`src/rtl/led_seq.sv`:
```
// ---------------------------------------------------------------------------
// led_seq -- colour-sequence engine and bus arbiter for the LED PWM port.
//
// The CPU loads a table of up to 8 RGB steps (4 bytes per step:
// {R, G, B, HOLD}) through a small register window. When running, the
// engine writes the three LED PWM duty registers (addr 1/2/3) on three
// consecutive cycles, then holds the colour for HOLD prescaled ticks before
// moving to the next step. All LED PWM register traffic passes through the
// arbiter here; a CPU access always wins and the engine retries its write.
//
// Bus handshake: a CPU access to the LED PWM block is a single-cycle
// qualifier (cpu_led_cs_i) with no back-pressure; it is forwarded on the
// same cycle. The engine's own writes are single-cycle strobes on led_cs_o
// with led_we_o=1 and complete whenever no CPU access is present.
//
// Ports:
//   clk, rst         clock, synchronous active-high reset
//   cs_i             select for the sequencer register window
//   we_i             write enable (shared CPU bus)
//   addr_i[3:0]      register select (shared CPU bus)
//   din_i[7:0]       write data (shared CPU bus)
//   dout_o[7:0]      registered read data (valid the cycle after a read)
//   cpu_led_cs_i     CPU select for the LED PWM block
//   led_cs_o         LED PWM cs
//   led_we_o         LED PWM we
//   led_addr_o[3:0]  LED PWM register address
//   led_din_o[7:0]   LED PWM write data
//   busy_o           high whenever the engine is not idle
//   dbg_state_o[2:0] current engine state (debug observation)
//
// Register window (cs_i=1):
//   0x0 CTRL   [0] run, [1] loop; reads {busy, 5'b0, loop, run}
//   0x1 LEN    [2:0]; sequence has LEN+1 steps
//   0x2 PRESC_L, 0x3 PRESC_H
//   0x4 PTR    [4:0] table byte pointer
//   0x5 DATA   table[PTR]; every access post-increments PTR (wraps 31->0)
//   0x6 STEP   read-only current step index
// ---------------------------------------------------------------------------
module led_seq #(
    parameter int PW = 16  // prescaler width, must be <= 16
) (
    input  logic       clk,
    input  logic       rst,
    input  logic       cs_i,
    input  logic       we_i,
    input  logic [3:0] addr_i,
    input  logic [7:0] din_i,
    output logic [7:0] dout_o,
    input  logic       cpu_led_cs_i,
    output logic       led_cs_o,
    output logic       led_we_o,
    output logic [3:0] led_addr_o,
    output logic [7:0] led_din_o,
    output logic       busy_o,
    output logic [2:0] dbg_state_o
);

    // Register addresses
    localparam logic [3:0] A_CTRL    = 4'h0;
    localparam logic [3:0] A_LEN     = 4'h1;
    localparam logic [3:0] A_PRESC_L = 4'h2;
    localparam logic [3:0] A_PRESC_H = 4'h3;
    localparam logic [3:0] A_PTR     = 4'h4;
    localparam logic [3:0] A_DATA    = 4'h5;
    localparam logic [3:0] A_STEP    = 4'h6;

    // LED PWM duty register addresses
    localparam logic [3:0] L_RED     = 4'h1;
    localparam logic [3:0] L_GREEN   = 4'h2;
    localparam logic [3:0] L_BLUE    = 4'h3;

    // Engine states
    localparam logic [2:0] S_IDLE = 3'd0;
    localparam logic [2:0] S_WR_R = 3'd1;
    localparam logic [2:0] S_WR_G = 3'd2;
    localparam logic [2:0] S_WR_B = 3'd3;
    localparam logic [2:0] S_HOLD = 3'd4;

    // -----------------------------------------------------------------------
    // State
    // -----------------------------------------------------------------------
    logic [2:0]    state_q, state_d;
    logic          run_q, run_d;
    logic          loop_q, loop_d;
    logic [2:0]    len_q, len_d;
    logic [PW-1:0] presc_q, presc_d;
    logic [4:0]    ptr_q, ptr_d;
    logic [2:0]    step_q, step_d;
    logic [PW-1:0] pcnt_q, pcnt_d;
    logic [7:0]    hold_q, hold_d;
    logic [7:0]    dout_q, dout_d;

    // Colour table, not reset: contents are whatever the CPU loaded.
    logic [7:0]    table_mem [0:31];

    // -----------------------------------------------------------------------
    // Decode and helpers
    // -----------------------------------------------------------------------
    logic          reg_wr;
    logic          reg_rd;
    logic          tbl_wr;
    logic          busy;
    logic          in_wr;
    logic          stall;
    logic          tick;
    logic          hold_done;
    logic          seq_clear_run;
    logic [15:0]   presc_ext;
    logic [15:0]   presc_new;
    logic [7:0]    rd_data;
    logic [4:0]    fetch_idx;
    logic [7:0]    fetch_byte;
    logic [7:0]    hold_byte;
    logic [3:0]    wr_addr;

    assign reg_wr    = cs_i & we_i;
    assign reg_rd    = cs_i & ~we_i;
    assign tbl_wr    = reg_wr & (addr_i == A_DATA);
    assign busy      = (state_q != S_IDLE);
    assign in_wr     = (state_q == S_WR_R) || (state_q == S_WR_G) ||
                       (state_q == S_WR_B);
    // A CPU access to the LED block takes the bus; the engine holds its state
    // so the write it wanted to make is retried on the next free cycle.
    assign stall     = cpu_led_cs_i;

    // PRESC is kept PW bits wide but always presented as two bytes.
    assign presc_ext = 16'(presc_q);

    // Prescaler wraps after reaching PRESC, so PRESC=0 ticks every cycle.
    assign tick      = (pcnt_q == presc_q);
    // The tick that would take the hold count to zero ends the hold at once,
    // so HOLD=H lasts exactly H ticks and HOLD=0 leaves on the first cycle.
    assign hold_done = (hold_q == 8'd0) || (tick && (hold_q == 8'd1));

    // -----------------------------------------------------------------------
    // Table fetch for the current write state
    // -----------------------------------------------------------------------
    always_comb begin
        fetch_idx = {step_q, 2'b00};
        wr_addr   = 4'h0;
        unique case (state_q)
            S_WR_R: begin
                fetch_idx = {step_q, 2'b00};
                wr_addr   = L_RED;
            end
            S_WR_G: begin
                fetch_idx = {step_q, 2'b01};
                wr_addr   = L_GREEN;
            end
            S_WR_B: begin
                fetch_idx = {step_q, 2'b10};
                wr_addr   = L_BLUE;
            end
            default: begin
                fetch_idx = {step_q, 2'b00};
                wr_addr   = 4'h0;
            end
        endcase
    end

    assign fetch_byte = table_mem[fetch_idx];
    assign hold_byte  = table_mem[{step_q, 2'b11}];

    // -----------------------------------------------------------------------
    // Engine next state
    // -----------------------------------------------------------------------
    always_comb begin
        state_d       = state_q;
        step_d        = step_q;
        pcnt_d        = pcnt_q;
        hold_d        = hold_q;
        seq_clear_run = 1'b0;

        unique case (state_q)
            S_IDLE: begin
                pcnt_d = '0;
                hold_d = 8'd0;
                if (run_q) begin
                    state_d = S_WR_R;
                    step_d  = 3'd0;
                end
            end

            S_WR_R: begin
                pcnt_d = '0;
                hold_d = 8'd0;
                if (!stall) begin
                    state_d = S_WR_G;
                end
            end

            S_WR_G: begin
                pcnt_d = '0;
                hold_d = 8'd0;
                if (!stall) begin
                    state_d = S_WR_B;
                end
            end

            S_WR_B: begin
                pcnt_d = '0;
                hold_d = 8'd0;
                if (!stall) begin
                    // A stop request seen during the triplet takes effect
                    // only here, so a partial colour is never left behind.
                    if (run_q) begin
                        state_d = S_HOLD;
                        hold_d  = hold_byte;
                    end else begin
                        state_d = S_IDLE;
                    end
                end
            end

            S_HOLD: begin
                if (!run_q) begin
                    state_d = S_IDLE;
                    pcnt_d  = '0;
                    hold_d  = 8'd0;
                end else if (hold_done) begin
                    pcnt_d = '0;
                    hold_d = 8'd0;
                    if (step_q < len_q) begin
                        step_d  = step_q + 3'd1;
                        state_d = S_WR_R;
                    end else if (loop_q) begin
                        step_d  = 3'd0;
                        state_d = S_WR_R;
                    end else begin
                        seq_clear_run = 1'b1;
                        state_d       = S_IDLE;
                    end
                end else if (tick) begin
                    hold_d = hold_q - 8'd1;
                    pcnt_d = '0;
                end else begin
                    pcnt_d = pcnt_q + PW'(1);
                end
            end

            default: begin
                state_d = S_IDLE;
                pcnt_d  = '0;
                hold_d  = 8'd0;
            end
        endcase
    end

    // -----------------------------------------------------------------------
    // Register window: writes and registered reads
    // -----------------------------------------------------------------------
    always_comb begin
        unique case (addr_i)
            A_CTRL:    rd_data = {busy, 5'b0, loop_q, run_q};
            A_LEN:     rd_data = {5'b0, len_q};
            A_PRESC_L: rd_data = presc_ext[7:0];
            A_PRESC_H: rd_data = presc_ext[15:8];
            A_PTR:     rd_data = {3'b0, ptr_q};
            A_DATA:    rd_data = table_mem[ptr_q];
            A_STEP:    rd_data = {5'b0, step_q};
            default:   rd_data = 8'h00;
        endcase
    end

    always_comb begin
        run_d     = run_q;
        loop_d    = loop_q;
        len_d     = len_q;
        presc_d   = presc_q;
        ptr_d     = ptr_q;
        dout_d    = dout_q;
        presc_new = presc_ext;

        // Sequence completion drops run; a CPU write in the same cycle
        // overrides it below.
        if (seq_clear_run) begin
            run_d = 1'b0;
        end

        if (reg_wr) begin
            unique case (addr_i)
                A_CTRL: begin
                    run_d  = din_i[0];
                    loop_d = din_i[1];
                end
                A_LEN: begin
                    len_d = din_i[2:0];
                end
                A_PRESC_L: begin
                    presc_new[7:0] = din_i;
                    presc_d        = presc_new[PW-1:0];
                end
                A_PRESC_H: begin
                    presc_new[15:8] = din_i;
                    presc_d         = presc_new[PW-1:0];
                end
                A_PTR: begin
                    ptr_d = din_i[4:0];
                end
                A_DATA: begin
                    ptr_d = ptr_q + 5'd1;
                end
                default: begin
                end
            endcase
        end

        if (reg_rd) begin
            dout_d = rd_data;
            if (addr_i == A_DATA) begin
                ptr_d = ptr_q + 5'd1;
            end
        end
    end

    // -----------------------------------------------------------------------
    // Sequential state
    // -----------------------------------------------------------------------
    always_ff @(posedge clk) begin
        if (rst) begin
            state_q <= S_IDLE;
            run_q   <= 1'b0;
            loop_q  <= 1'b0;
            len_q   <= 3'd0;
            presc_q <= '0;
            ptr_q   <= 5'd0;
            step_q  <= 3'd0;
            pcnt_q  <= '0;
            hold_q  <= 8'd0;
            dout_q  <= 8'h00;
        end else begin
            state_q <= state_d;
            run_q   <= run_d;
            loop_q  <= loop_d;
            len_q   <= len_d;
            presc_q <= presc_d;
            ptr_q   <= ptr_d;
            step_q  <= step_d;
            pcnt_q  <= pcnt_d;
            hold_q  <= hold_d;
            dout_q  <= dout_d;
        end
    end

    always_ff @(posedge clk) begin
        if (tbl_wr) begin
            table_mem[ptr_q] <= din_i;
        end
    end

    // -----------------------------------------------------------------------
    // Arbiter: CPU first, then the engine's pending write, else quiet.
    // The engine only ever targets addresses 1..3, so the LED control
    // register at 0xF stays reachable by the CPU alone.
    // -----------------------------------------------------------------------
    always_comb begin
        led_cs_o   = 1'b0;
        led_we_o   = 1'b0;
        led_addr_o = 4'h0;
        led_din_o  = 8'h00;
        if (cpu_led_cs_i) begin
            led_cs_o   = 1'b1;
            led_we_o   = we_i;
            led_addr_o = addr_i;
            led_din_o  = din_i;
        end else if (in_wr) begin
            led_cs_o   = 1'b1;
            led_we_o   = 1'b1;
            led_addr_o = wr_addr;
            led_din_o  = fetch_byte;
        end
    end

    assign dout_o      = dout_q;
    assign busy_o      = busy;
    assign dbg_state_o = state_q;

endmodule
```
`config.mk`:
```
export PLATFORM = sky130hd
export DESIGN_NAME = led_seq
export DESIGN_NICKNAME = d
export VERILOG_FILES = /design/src/rtl/led_seq.sv
export SDC_FILE = /design/constraint.sdc
export NUM_CORES = 1
export LEC_CHECK = 0
export ABC_AREA = 0
export CORE_UTILIZATION = 35
export CTS_BUF_LIST = sky130_fd_sc_hd__clkbuf_4 sky130_fd_sc_hd__clkbuf_8 sky130_fd_sc_hd__clkbuf_16
export DETAILED_ROUTE_END_ITERATION = 10
export SLEW_MARGIN = 10
export SYNTH_ARGS = -nofsm -noshare
export SYNTH_HDL_FRONTEND = slang
export SYNTH_SLANG_ARGS = --single-unit
```
`constraint.sdc`:
```
create_clock -name clk -period 3.7 [get_ports clk]
set_clock_uncertainty 0.15 [all_clocks]
set_input_delay 0.74 -clock clk [delete_from_list [all_inputs] [get_ports clk]]
set_output_delay 0.74 -clock clk [all_outputs]
set_load 0.05 [all_outputs]
```
# == Yosys cells after proc, flatten, opt, wreduce, memory -nomap -nowiden ==
# Memory sizes are Yosys's and may differ from the RTL's. A register that Yosys moved wholly into a read port is not among the register bits.
# Index checks and enable logic that the tools add are counted.
# totals
word_cells,112
ram_bits,256
regBits,64
output_inout_bits,26
n_memories,1
# op_classes
n_mux,50
n_reduce_logical,16
n_bitwise,8
add_sub_neg,4
eq_ne,21
order_cmp,1
# memory_table
memory,depth,word_bits,read_ports,rd_ports_with_merged_regs,write_ports,line,text
table_mem,32,8,3,2,1,94,logic [7:0] table_mem [0:31];
# op_table
op,n
two-way mux 8 bit,7
case mux 8 bit (7 select lines),1
two-way mux 3 bit,12
case mux 16 bit (2 select lines),1
two-way mux 5 bit,6
"adder 16 x 1 -> 16 bit, second input constant",1
equality test 16 bit,1
case mux 8 bit (2 select lines),1
two-way mux 1 bit,15
case mux 3 bit (5 select lines),1
"equality test 4 x 3 -> 1 bit, second input constant",3
"inequality test 2 bit, second input constant",6
case mux 5 bit (2 select lines),1
AND reduction 5 bit,2
"equality test 4 x 2 -> 1 bit, second input constant",2
"equality test 8 x 1 -> 1 bit, second input constant",1
logical NOT 8 bit,1
two-way mux 4 bit,2
"subtractor 8 x 1 -> 8 bit, second input constant",1
"equality test 3 x 2 -> 1 bit, second input constant",2
"inequality test 3 bit, second input constant",2
case mux 2 bit (3 select lines),1
case mux 3 bit (2 select lines),1
AND reduction 3 bit,2
other kinds (18),27

# == Logic depth before layout (Yosys ltp) ==
# logic_depth
ltp_word,9
ltp_mapped,10
mapped_depth_nobuf,8

# == Worst setup path before layout ==
# Ideal clock, no wire load.
# synth_path
kind,reg2out
startpoint,reg state_q[1] (netlist: dbg_state_o[1])
endpoint,out led_din_o[1]
path_stages_with_launch,10
arrival_time_ps,3056
path_buffers,4
slack_ps,-246
cell_sequence,dfxtp_1 > clkbuf_8 > nor2b_1 > clkbuf_1 > buf_2 > clkbuf_1 > nor2_1 > a211oi_1 > o31ai_1 > o21ai_0
# synth_between
elab_chain_cells,5
# synth_rtl
element,line,text
from (decl),82,"logic [2:0] state_q, state_d;"
from (signal assigned),332,state_q <= state_d;
"equality test 3 x 2 -> 1 bit, or another cell as far along","121, 141",
case mux 2 bit (2 select lines) or logical OR 1 bit (tied branches),"141, 120",
memory read (32 x 8 bit) or logical OR 1 bit (tied branches),n/a,
two-way mux 8 bit (*),366,end else if (in_wr) begin
two-way mux 8 bit (*),361,if (cpu_led_cs_i) begin
to (decl),53,"output logic [7:0] led_din_o,"
# Mark *: on every way between the ends. The rest lies on a longest branch, timed or not.

# == Final worst setup path ==
# layout_path
startpoint,reg state_q[1] (netlist: dbg_state_o[1])
endpoint,out led_din_o[6]
# Same word-level chain as after synthesis.

==> results.yml <==
outcome:
  outcome: "finished clean"
placed_design:
  place.gp.congestion: 0.9592
  placed_cell_area_mm2: 0.01735
  dpl_worst_slack_ns: 0.1895
  hpwl_um: 34320
  place_inst: 1857
  numPortBuffers: 42
cts:
  cts_sinks: 323
  cts_root_buffer: "clkbuf_16"
  cts_made_buffers: 36
  cts_buffer_depth: 3
  htreeDepth: 2
  clkLatencyLatePin_ns: 0.54
  hold_buffers: 0
  clk_pin_slew_worst_paths_ns: 0.06
  tritoncts: "built"
logic_synthesis:
  avgSynthCellArea_um2: 13.00
  synth_top_area_share: 0.4895
  postSynthCellCount: 1208
  synthTopCellsByArea: "edfxtp_1, mux4_2, dfxtp_1"
  yosysUniqueCellTypes: 65
  syn_area_mm2: 0.01571
  ys.flop_type: "edfxtp_1"
  syn_nets: 1236
  seq_area_frac_synth: 0.5749
  yosysTopAreaCell: "edfxtp_1"
  synthArstFlopShare: 0
  synth_edf_count: 256
  ys_warn_count: 0
  ys_ff_latch: 323
hold_path:
  hold_depth: 2
  hold_class: "register to register"
worst_setup_path:
  cpPeakStageDelay_ns: 0.48
  critPathSlowestCell: "mux4_2"
  cp_max_fo: 47
  crit_path_start_kind: "register"
  worst-setup-path-type: "register to output pin"
  r2r_slack_ns: 0.58
  reg2reg_depth: 6
  endpoint_kind: "output pin"
  worstPathRequired_ns: 2.81
  path_cells: "buf_4 > nand2b_4 > buf_12 > nor2_1 > a21oi_1 > mux4_2 > a2bb2oi_1 > o21ai_1 > buf_6"
  worstPathArrival_ns: 2.73
pwr:
  leakage_uw: 0.006080
  power_density_mw_per_mm2: 433.6
  total_power_uw: 8083
  irDropWorstVdd_mv: 0.2807
global_route:
  grt_pass1_wl_um: 70900
  grt_max_degree: 48
  antenna_found_initial: 1
  overflow: 0
  grt_util_all_layers: 0.2138
  grt_pass1_vias: 10925
timing:
  drv_slew: 0
  grt_setup_unrepaired: "false"
  slew-limit-headroom: 0.3900
  worstMarginPinSlew_ns: 0.9150
  finalHoldViolations: 0
  setup_viol_count_final: 0
  fin_ws_ns: 0.08181
  fin_tns_setup_ns: 0
  min_period_ns: 3.618
  fin_crit_sh: 0.9779
  max_freq_ghz: 0.2764
run:
  cap_violations: 0
cells_and_area:
  fin_nets: 1334
  area_growth_pct: 18.70
  final_cells: 1926
  design_area_mm2: 0.01864
  final_layout_size_suffix_gt1_frac: 0.2191
die:
  core_region_area_mm2: 0.04422
  io_pins: 43
  fp.dieW_um: 213.8
  initial_utilization: 0.3551
  die_y_um: 213.8
  rows: 77
  dieArea_mm2: 0.04572
drt:
  wire_per_inst_um: 25.11
  drt_iter0_markers: 1271
  ant_nets: 0
  drc: 0
  firstDrtPassIters: 5
  wl_um: 48360
  num_vias: 11203
  vias_per_cell: 5.817
[through the flow]
stage / utilization / hold slack [ns]
3_5_place_dp: 0.3923 / 0.3323
5_1_grt: 0.4215 / 0.3504
2_1_floorplan: - / 0.2988
4_1_cts: 0.4208 / 0.3377
3_3_place_gp: 0.3923 / 0.3243
6_report: 0.4216 / 0.3416
[cell type report]
cell class              instances  area (um2)
clock buffers                  44       960.9
multi-input cells             783        6280
fillers                      4076       25580
flip-flops and latches        323        9044
diodes                          1       2.502
repair buffers                147        1319
well taps                     592       740.7
inverters                      15       56.30
clock inverters                21       239.0
[repair_timing]
action	4_1_cts	5_1_grt
endpoints found under the setup margin	5	8
gates cloned	0	0
buffers inserted	3	0
gates resized for setup	5	8
[flip-flops by register name (all words and copies together) (netlist names), named ones only]
name,cells
dbg_state_o,3
dout_o,8
hold_q,8
len_q,3
loop_q,1
pcnt_q,16
presc_ext,16
ptr_q,5
run_q,1
step_q,3
table_mem,256
[Yosys cell counts (all sizes together), types with 10 or more instances]
cell / number
ha: 11
nor2b: 12
nand4: 10
xor2: 23
a211oi: 22
nand2: 96
a22oi: 29
and2: 10
dfxtp: 67
nor3: 18
mux2i: 51
mux4: 87
and3: 10
inv: 14
clkbuf: 59
nand3: 22
edfxtp: 256
nor2: 112
buf: 28
o21ai: 51
a21oi: 91
[placed cells by master (no fill, tap or decap), types with 28 or more instances in the layout]
cell             Yosys  final
nor2_1             112    112
nand2_1             96     94
buf_4                1    106
dfxtp_1             67     63
clkdlybuf4s50_1      0     28
a22oi_1             29     29
mux4_2              87     87
o21ai_0             51     47
clkbuf_16            0     36
mux2i_1             51     51
edfxtp_1           256    256
a21oi_1             91     91
[routing by layer]
layer  vias to the layer above  global-route usage  wire [um]
met5                         -                   0          0
met4                         0             0.06576       1247
met3                        76             0.03720       4292
met2                       554              0.3420      22710
met1                      5661              0.2962      20110
li1                       4912                   -          -
[worst paths after layout]
| kind | startpoint | endpoint |
|---|---|---|
| worst max-delay path | dbg_state_o[1] | led_din_o[6] |
| worst min-delay path | presc_ext[6] | presc_ext[6] |
| worst max register to register | ptr_q[0] | dout_o[4] |
| worst min register to register | presc_ext[6] | presc_ext[6] |
[cell families (layout without fill, tap and decap cells)]
kind of cell | after synthesis | in the layout | synth area share
AOI/OAI and AO/OA | 282 | 282 | 0.1174
xor gates and xnor gates | 30 | 30 | 0.01673
adders and majority gates | 11 | 11 | 0.008763
buffers and inverters | 102 | 227 | 0.02876
DFF | 323 | 323 | 0.5749
muxes | 139 | 139 | 0.1580
other | 0 | 1 | 0
and+or+nand+nor | 321 | 321 | 0.09552
[where the power goes]
part | internal (uW) | switching (uW) | total [uW]
clock network | 2200 | 1460 | 3670
logic | 176 | 309 | 486
registers | 3910 | 19.0 | 3930
total | 6290 | 1790 | 8080
[worst max-delay path, delay by kind of cell, from the launching register on]
family	cells	cell delay, ns
buffers and inverters	3	0.63
multiplexers	1	0.48
AO/OA/AOI/OAI	3	0.44
flip-flops	1	0.33
AND/OR/NAND/NOR	2	0.30
(Power assumes the default switching activity.)
==> patch 1: new RTL, config.mk and constraints unchanged <==
Register the output `led_addr_o`, without a reset; this adds one clock of latency there. The other outputs are not delayed to match.
--- a/src/rtl/led_seq.sv
+++ b/src/rtl/led_seq.sv
@@ -76,6 +76,8 @@
     localparam logic [2:0] S_WR_B = 3'd3;
     localparam logic [2:0] S_HOLD = 3'd4;
 
+    logic [3:0] led_addr_d;
+
     // -----------------------------------------------------------------------
     // State
     // -----------------------------------------------------------------------
@@ -356,17 +358,17 @@
     always_comb begin
         led_cs_o   = 1'b0;
         led_we_o   = 1'b0;
-        led_addr_o = 4'h0;
+        led_addr_d = 4'h0;
         led_din_o  = 8'h00;
         if (cpu_led_cs_i) begin
             led_cs_o   = 1'b1;
             led_we_o   = we_i;
-            led_addr_o = addr_i;
+            led_addr_d = addr_i;
             led_din_o  = din_i;
         end else if (in_wr) begin
             led_cs_o   = 1'b1;
             led_we_o   = 1'b1;
-            led_addr_o = wr_addr;
+            led_addr_d = wr_addr;
             led_din_o  = fetch_byte;
         end
     end
@@ -375,4 +377,8 @@
     assign busy_o      = busy;
     assign dbg_state_o = state_q;
 
+    always_ff @(posedge clk) begin
+        led_addr_o <= led_addr_d;
+    end
+
 endmodule
Function: changed (a bounded check fails within 4 cycles, from zero or initial values and one cycle with rst high).
==> patch 1 against the unedited design <==
  * Sequential cell count rose by 4
  * Routed wire length increased by 4.9%
  * Synthesized cell count decreased by 2.2%
  * Fmax is 0.70% lower
  * Global-route usage increased by 0.37 points
  * Setup slack got worse by 0.025 ns
  * Area after synthesis grew 1.3%
  * Cell area rose by 1.2%
  * Die area is 1.2% higher
  * Utilization is 0.23 points higher
  * Critical endpoint is now led_din_o[0]
Power is not compared: it rests on default switching activity, and its combinational part moved more than twofold at a synthesized area within 25%.
==> patch 1: results (changes against the unedited design) <==
| Metric | Value |
|---|---|
| Post-Synth Adder-Cell Area | 0.8655% (-0.011 points) |
| Critical Path Fanout Max | 8 (-83%) |
| Top cells by instance count after synthesis | 256 x edfxtp_1, 109 x nor2_1, 95 x mux4_2, 82 x a21oi_1, 79 x nand2_1 |
| Setup slack, reg-to-reg | 0.75 ns (+0.17 ns) |
| GR Util All Layers | 21.75% (+0.37 points) |
| Syn_nets | 1209 (-2.2%) |
| Synth Warn # | 0 (unchanged) |
| Async S/R FF share, synth | 0% (unchanged) |
| Synth Area in Compound Gates | 8.741% (-3.0 points) |
| Top cells by area, synth | edfxtp_1 48%, mux4_2 13%, dfxtp_1 8.9% |
| Final Wtd Congestion | 0.9373 (-2.3%) |
| First-pass detailed-route iteration total | 6 (+1) |
| Largest Register | table_mem |
| Hold path cells | 1 (-1) |
| First-pass GRT wire length | 73.81 mm (+4.1%) |
| Mux contribution to synthesized area | 18.89% (+3.1 points) |
| Post-synthesis sequential area ratio | 57.28% (-0.21 points) |
| Outcome | finished, final reports clean |
| Antenna violations before repair | 1 (unchanged) |
| DRT iter0 DRCs | 1531 (+20%) |
| CP peak stage delay | 0.47 ns |
| Relative slew margins | 39.58% (+0.58 points) |
| DR vias | 11150 (-0.48%) |
| Hold Path Origin | hold_q[7] |
| Largest net degree at the start of global routing | 63 (+31%) |
| Final HPWL DP | 35.35 mm (+3.0%) |
| Cells on worst reg2reg path | 6 (unchanged) |
| CP arrival | 2.75 ns (+0.02 ns) |
| Worst slack at placement | 0.2199 ns (+0.03037 ns) |
| Number of library cell types mapped by synthesis | 66 (+1.5%) |
| Primary FF master, synth | edfxtp_1 |
| Wire length per cell | 26.77 µm (+6.6%) |
| XOR/XNOR Fraction of Synth Area | 1.652% (-0.021 points) |
| Reg-to-Reg Start | ptr_q[0] |
| Worst Hold End | hold_q[7] |
| Reg clk slew, reported paths | 0.06 ns (about the same) |
| Hold Vio Cnt, Final | 0 (unchanged) |
| Post-synth EDFFs | 256 (unchanged) |
| CTS Buf Count | 37 (+2.8%) |
| Leakage | 5.984 nW |
| RR Endpoint | dout_o[4] |
| Root buffer cell | clkbuf_16 |
| Share of layout cells above drive strength 1 | 23.44% (+1.5 points) |
| CP max stage cell | mux4_2 |
| Htree depth | 2 (unchanged) |
| Final Net Count | 1303 (-2.3%) |
patch 1: cell count changes in the layout (fill, tap and decap cells not counted), moves of 14 or more:
cell,delta
buf_4,-19
mux2_2,+18
mux2i_1,+14
nand2_1,-15
xnor2_1,+15
xor2_1,-15
patch 1: stage by stage:
stage | cells | TNS [ns] | area [µm²] | hold WS, ns
CTS | 1892 | 0 | 18830 | 0.3364
global route | 1893 | -0.02340 | 18860 | 0.3815
finish | 1894 | 0 | 18860 | 0.3384
floorplan | 1181 | 0 | 15900 | 0.3022
detailed placement | 1823 | 0 | 17550 | 0.3225
global placement | 1823 | 0 | 17550 | 0.3169
patch 1: routing by layer:
metal  share of wire [%]  track usage [%]  wire [µm]
met5                   0                0          0
met4                 3.5            7.187       1782
met3                 9.7            5.039       4939
met2                  45            33.14      22770
met1                  42            30.50      21220
patch 1: area by class of cell:
type	instances	area [µm²]
fill	4114	25650
clock inverter	18	142.6
sequential	327	9123
inverter	14	52.55
clock buffer	47	1037
timing repair buffer	140	1409
tap	592	740.7
antenna	1	2.502
multi-input combinational	755	6357
patch 1: how the worst max path moves through the flow:
stage | start | endpoint | slack [ns] | cells after the start
floorplan | dbg_state_o[2] | led_din_o[0] | 0.08 | 8
global placement | cpu_led_cs_i | led_din_o[6] | 0.28 | 8
detailed placement | cpu_led_cs_i | led_din_o[4] | 0.22 | 8
CTS | dbg_state_o[2] | led_din_o[4] | 0.004 | 6
global route | dbg_state_o[0] | led_din_o[1] | -0.02 | 7
finish | dbg_state_o[0] | led_din_o[0] | 0.06 | 8
patch 1: what timing repair did:
action | CTS | global route
buffers inserted | 4 | 1
gates resized for setup | 6 | 7
endpoints found under the hold margin | 0 | 0
setup endpoints to repair | 8 | 8
patch 1: kinds of logic (layout without fill, tap and decap cells):
family	Yosys count	after routing
fa+ha+maj	11	11
simple gates	315	315
compound gates	220	220
buf+inv	99	219
other cells	0	1
mux	179	179
xor+xnor	30	30
flops	327	327
patch 1: power by group:
| part | total, mW | internal [mW] | switching, mW |
|---|---|---|---|
| combinational | 1.45 | 0.609 | 0.837 |
| sequential | 4.00 | 3.97 | 0.0240 |
| clock | 3.60 | 2.07 | 1.53 |
| total | 9.04 | 6.65 | 2.39 |
patch 1: worst max-delay path: cells and delay by family, from the launching register on:
family / cells / cell delay, ns
AO/OA/AOI/OAI: 3 / 0.55
buffers and inverters: 3 / 0.46
flip-flops: 1 / 0.39
multiplexers: 2 / 0.80
==> patch 2: new RTL, same settings <==
Without the edit above. `hold_q` no longer has a reset.
--- a/src/rtl/led_seq.sv
+++ b/src/rtl/led_seq.sv
@@ -326,7 +326,6 @@
             ptr_q   <= 5'd0;
             step_q  <= 3'd0;
             pcnt_q  <= '0;
-            hold_q  <= 8'd0;
             dout_q  <= 8'h00;
         end else begin
             state_q <= state_d;
@@ -337,9 +336,12 @@
             ptr_q   <= ptr_d;
             step_q  <= step_d;
             pcnt_q  <= pcnt_d;
-            hold_q  <= hold_d;
             dout_q  <= dout_d;
         end
+    end
+
+    always_ff @(posedge clk) begin
+        hold_q <= hold_d;
     end
 
     always_ff @(posedge clk) begin
Check against the original RTL: no difference found for any inputs over 4 cycles, from zero or initial values and one cycle with rst high; that may be too few to reach the edited logic, so the function may still have changed.
==> patch 2 against the unedited design <==
  * Non-clock buffer count is 7 lower
  * Setup slack got worse by 0.029 ns
  * Cell area up 1.1%
  * Area after synthesis rose by 0.55%
  * Sequential cell count did not move
  * Synthesized cell count fell by 5.1%
  * Power down 1.4%
  * Routed wire length shrank 4.3%
  * Fmax down 0.81%
  * Count of clock-buffer cells in the layout fell by 3
  * Clock power is essentially flat
  * Global-route usage shrank 1.5 points
  * Via count down 4.1%
  * Critical path type unchanged
  * Critical endpoint is now led_din_o[3]
==> patch 2: results (changes against the unedited design) <==
| Metric | Value |
|---|---|
| Top cells by instance count after synthesis | 264 x edfxtp_1, 136 x nor2_1, 95 x mux2i_1, 72 x mux4_2, 60 x a21oi_1 |
| Vias in the first global route | 10500 (-3.9%) |
| Grt ovf | 0 (unchanged) |
| Number of library cell types mapped by synthesis | 58 (-11%) |
| Critical Path Fanout Max | 11 (-77%) |
| Hold path cells | 2 (unchanged) |
| Share of layout cells above drive strength 1 | 21.38% (-0.52 points) |
| Leakage | 6.069 nW (-0.18%) |
| Top cells by area, synth | edfxtp_1 50%, mux4_2 10%, dfxtp_1 7.5% |
| Root buffer cell | clkbuf_16 |
| Residual DRC | 0 (unchanged) |
| Reg clk slew, reported paths | 0.06 ns (about the same) |
| DR vias | 10740 (-4.1%) |
| First-pass detailed-route iteration total | 8 (+3) |
| First-pass GRT wire length | 68.14 mm (-3.9%) |
| Outcome | finished, final reports clean |
| Post-route minimum period | 3.648 ns (+0.02937 ns) |
| CTS Buf Count | 36 (unchanged) |
| Diodes inserted | 0 (-1) |
| Worst slack at placement | 0.3473 ns (+0.1577 ns) |
| Worst IR drop on VDD | 0.2748 mV (-2.1%) |
| Final Wtd Congestion | 0.9010 (-6.1%) |
| DRT iter0 DRCs | 1069 (-16%) |
| Final Net Count | 1274 (-4.5%) |
| Final HPWL DP | 32.35 mm (-5.7%) |
| Post-synthesis sequential area ratio | 57.68% (+0.19 points) |
| Min Hold Slack | 0.3081 ns (-0.03355 ns) |
| Post-synth EDFFs | 264 (+3.1%) |
| FILL cells | 4102 (+0.64%) |
| Syn_nets | 1174 (-5.0%) |
| Async S/R FF share, synth | 0% (unchanged) |
| Setup slack, reg-to-reg | 0.62 ns (+0.04 ns) |
| Largest Register | table_mem |
| CP arrival | 2.76 ns (+0.03 ns) |
| HP Class | register to register |
| Largest net degree at the start of global routing | 56 (+17%) |
| CP peak stage delay | 0.53 ns (+0.05 ns) |
| I/O Buffers | 42 (unchanged) |
| CTS max path bufs | 3 (unchanged) |
| Htree depth | 2 (unchanged) |
| Antenna violations before repair | 0 (-1) |
| GR Util All Layers | 19.90% (-1.5 points) |
| CP max stage cell | mux4_2 |
| Synth Warn # | 0 (unchanged) |
| Worst-Margin Slew | 0.8388 ns (-0.07622 ns) |
| Wire length per cell | 24.83 µm (-1.1%) |
| CP top delay family | multiplexers |
-- patch 2: changes by cell type in the layout (fill, tap and decap cells not counted), moves of 10 or more --
| cell | unedited run | this run |
|---|---|---|
| a21oi_1 | 91 | 58 |
| buf_12 | 11 | 24 |
| buf_4 | 106 | 86 |
| mux2i_1 | 51 | 95 |
| mux4_1 | 0 | 18 |
| mux4_2 | 87 | 72 |
| nand2_1 | 94 | 56 |
| nand3_1 | 22 | 12 |
| nor2_1 | 112 | 136 |
| o211ai_1 | 4 | 18 |
| o21ai_0 | 47 | 20 |
-- patch 2: where the power goes --
| part | internal, mW | switching (mW) |
|---|---|---|
| Sequential | 3.92 | 0.00959 |
| Clock | 2.21 | 1.48 |
| Combinational | 0.138 | 0.217 |
| Total | 6.27 | 1.70 |
-- patch 2: cells by family after synthesis --
group	after synthesis	share of synthesized area [%]
buffers and inverters	91	2.947
XOR/XNOR	39	2.163
flip-flops	323	57.68
adder cells (fa/ha/maj)	11	0.8716
AO/OA/AOI/OAI	205	8.399
AND/OR/NAND/NOR	289	8.438
multiplexers	188	19.50
-- patch 2: repair_timing --
action / CTS / global route
setup endpoints to repair: 8 / 8
cloned: 0 / 1
pin swaps: 0 / 1
setup buffers: 7 / 3
resized for setup: 2 / 11
-- patch 2: final timing paths --
| check | from | endpoint |
|---|---|---|
| max | dbg_state_o[0] | led_din_o[3] |
| min | dout_o[2] | dout_o[2] |
| max reg2reg | ptr_q[0] | dout_o[1] |
| min reg2reg | dout_o[2] | dout_o[2] |
-- patch 2: through the flow --
step,instance area [µm²],cells,total power [mW],setup TNS [ns]
2_1_floorplan,15790,1146,4.171,0
5_1_grt,18850,1864,8.189,-0.02137
4_1_cts,18770,1860,8.033,0
6_report,18850,1864,7.974,0
3_3_place_gp,17450,1789,4.352,0
3_5_place_dp,17450,1789,4.355,0
-- patch 2: cell type report --
type                            instances  area (µm²)  area share, %
Clock inverter                         23       265.3          1.407
Timing Repair Buffer                  140        1459          7.739
Sequential cell                       323        9120          48.38
Tap cell                              592       740.7          3.929
Clock buffer                           41       950.9          5.044
Multi-Input combinational cell        732        6266          33.24
Inverter                               13       48.80         0.2589
-- patch 2: layer usage --
metal / track usage (%) / wire, µm / share of wire, % / vias up
li1: - / - / - / 4691
met1: 28.11 / 20020 / 43 / 5458
met2: 31.04 / 21190 / 46 / 525
met3: 3.546 / 3746 / 8.1 / 70
met4: 6.429 / 1329 / 2.9 / 0
met5: 0 / 0 / 0 / -
-- patch 2: worst min-delay path, delay by kind of cell, from the launching register on --
family / cells / cell delay (ns)
and+or+nand+nor: 1 / 0.05
AOI/OAI and AO/OA: 1 / 0.05
DFF: 1 / 0.31
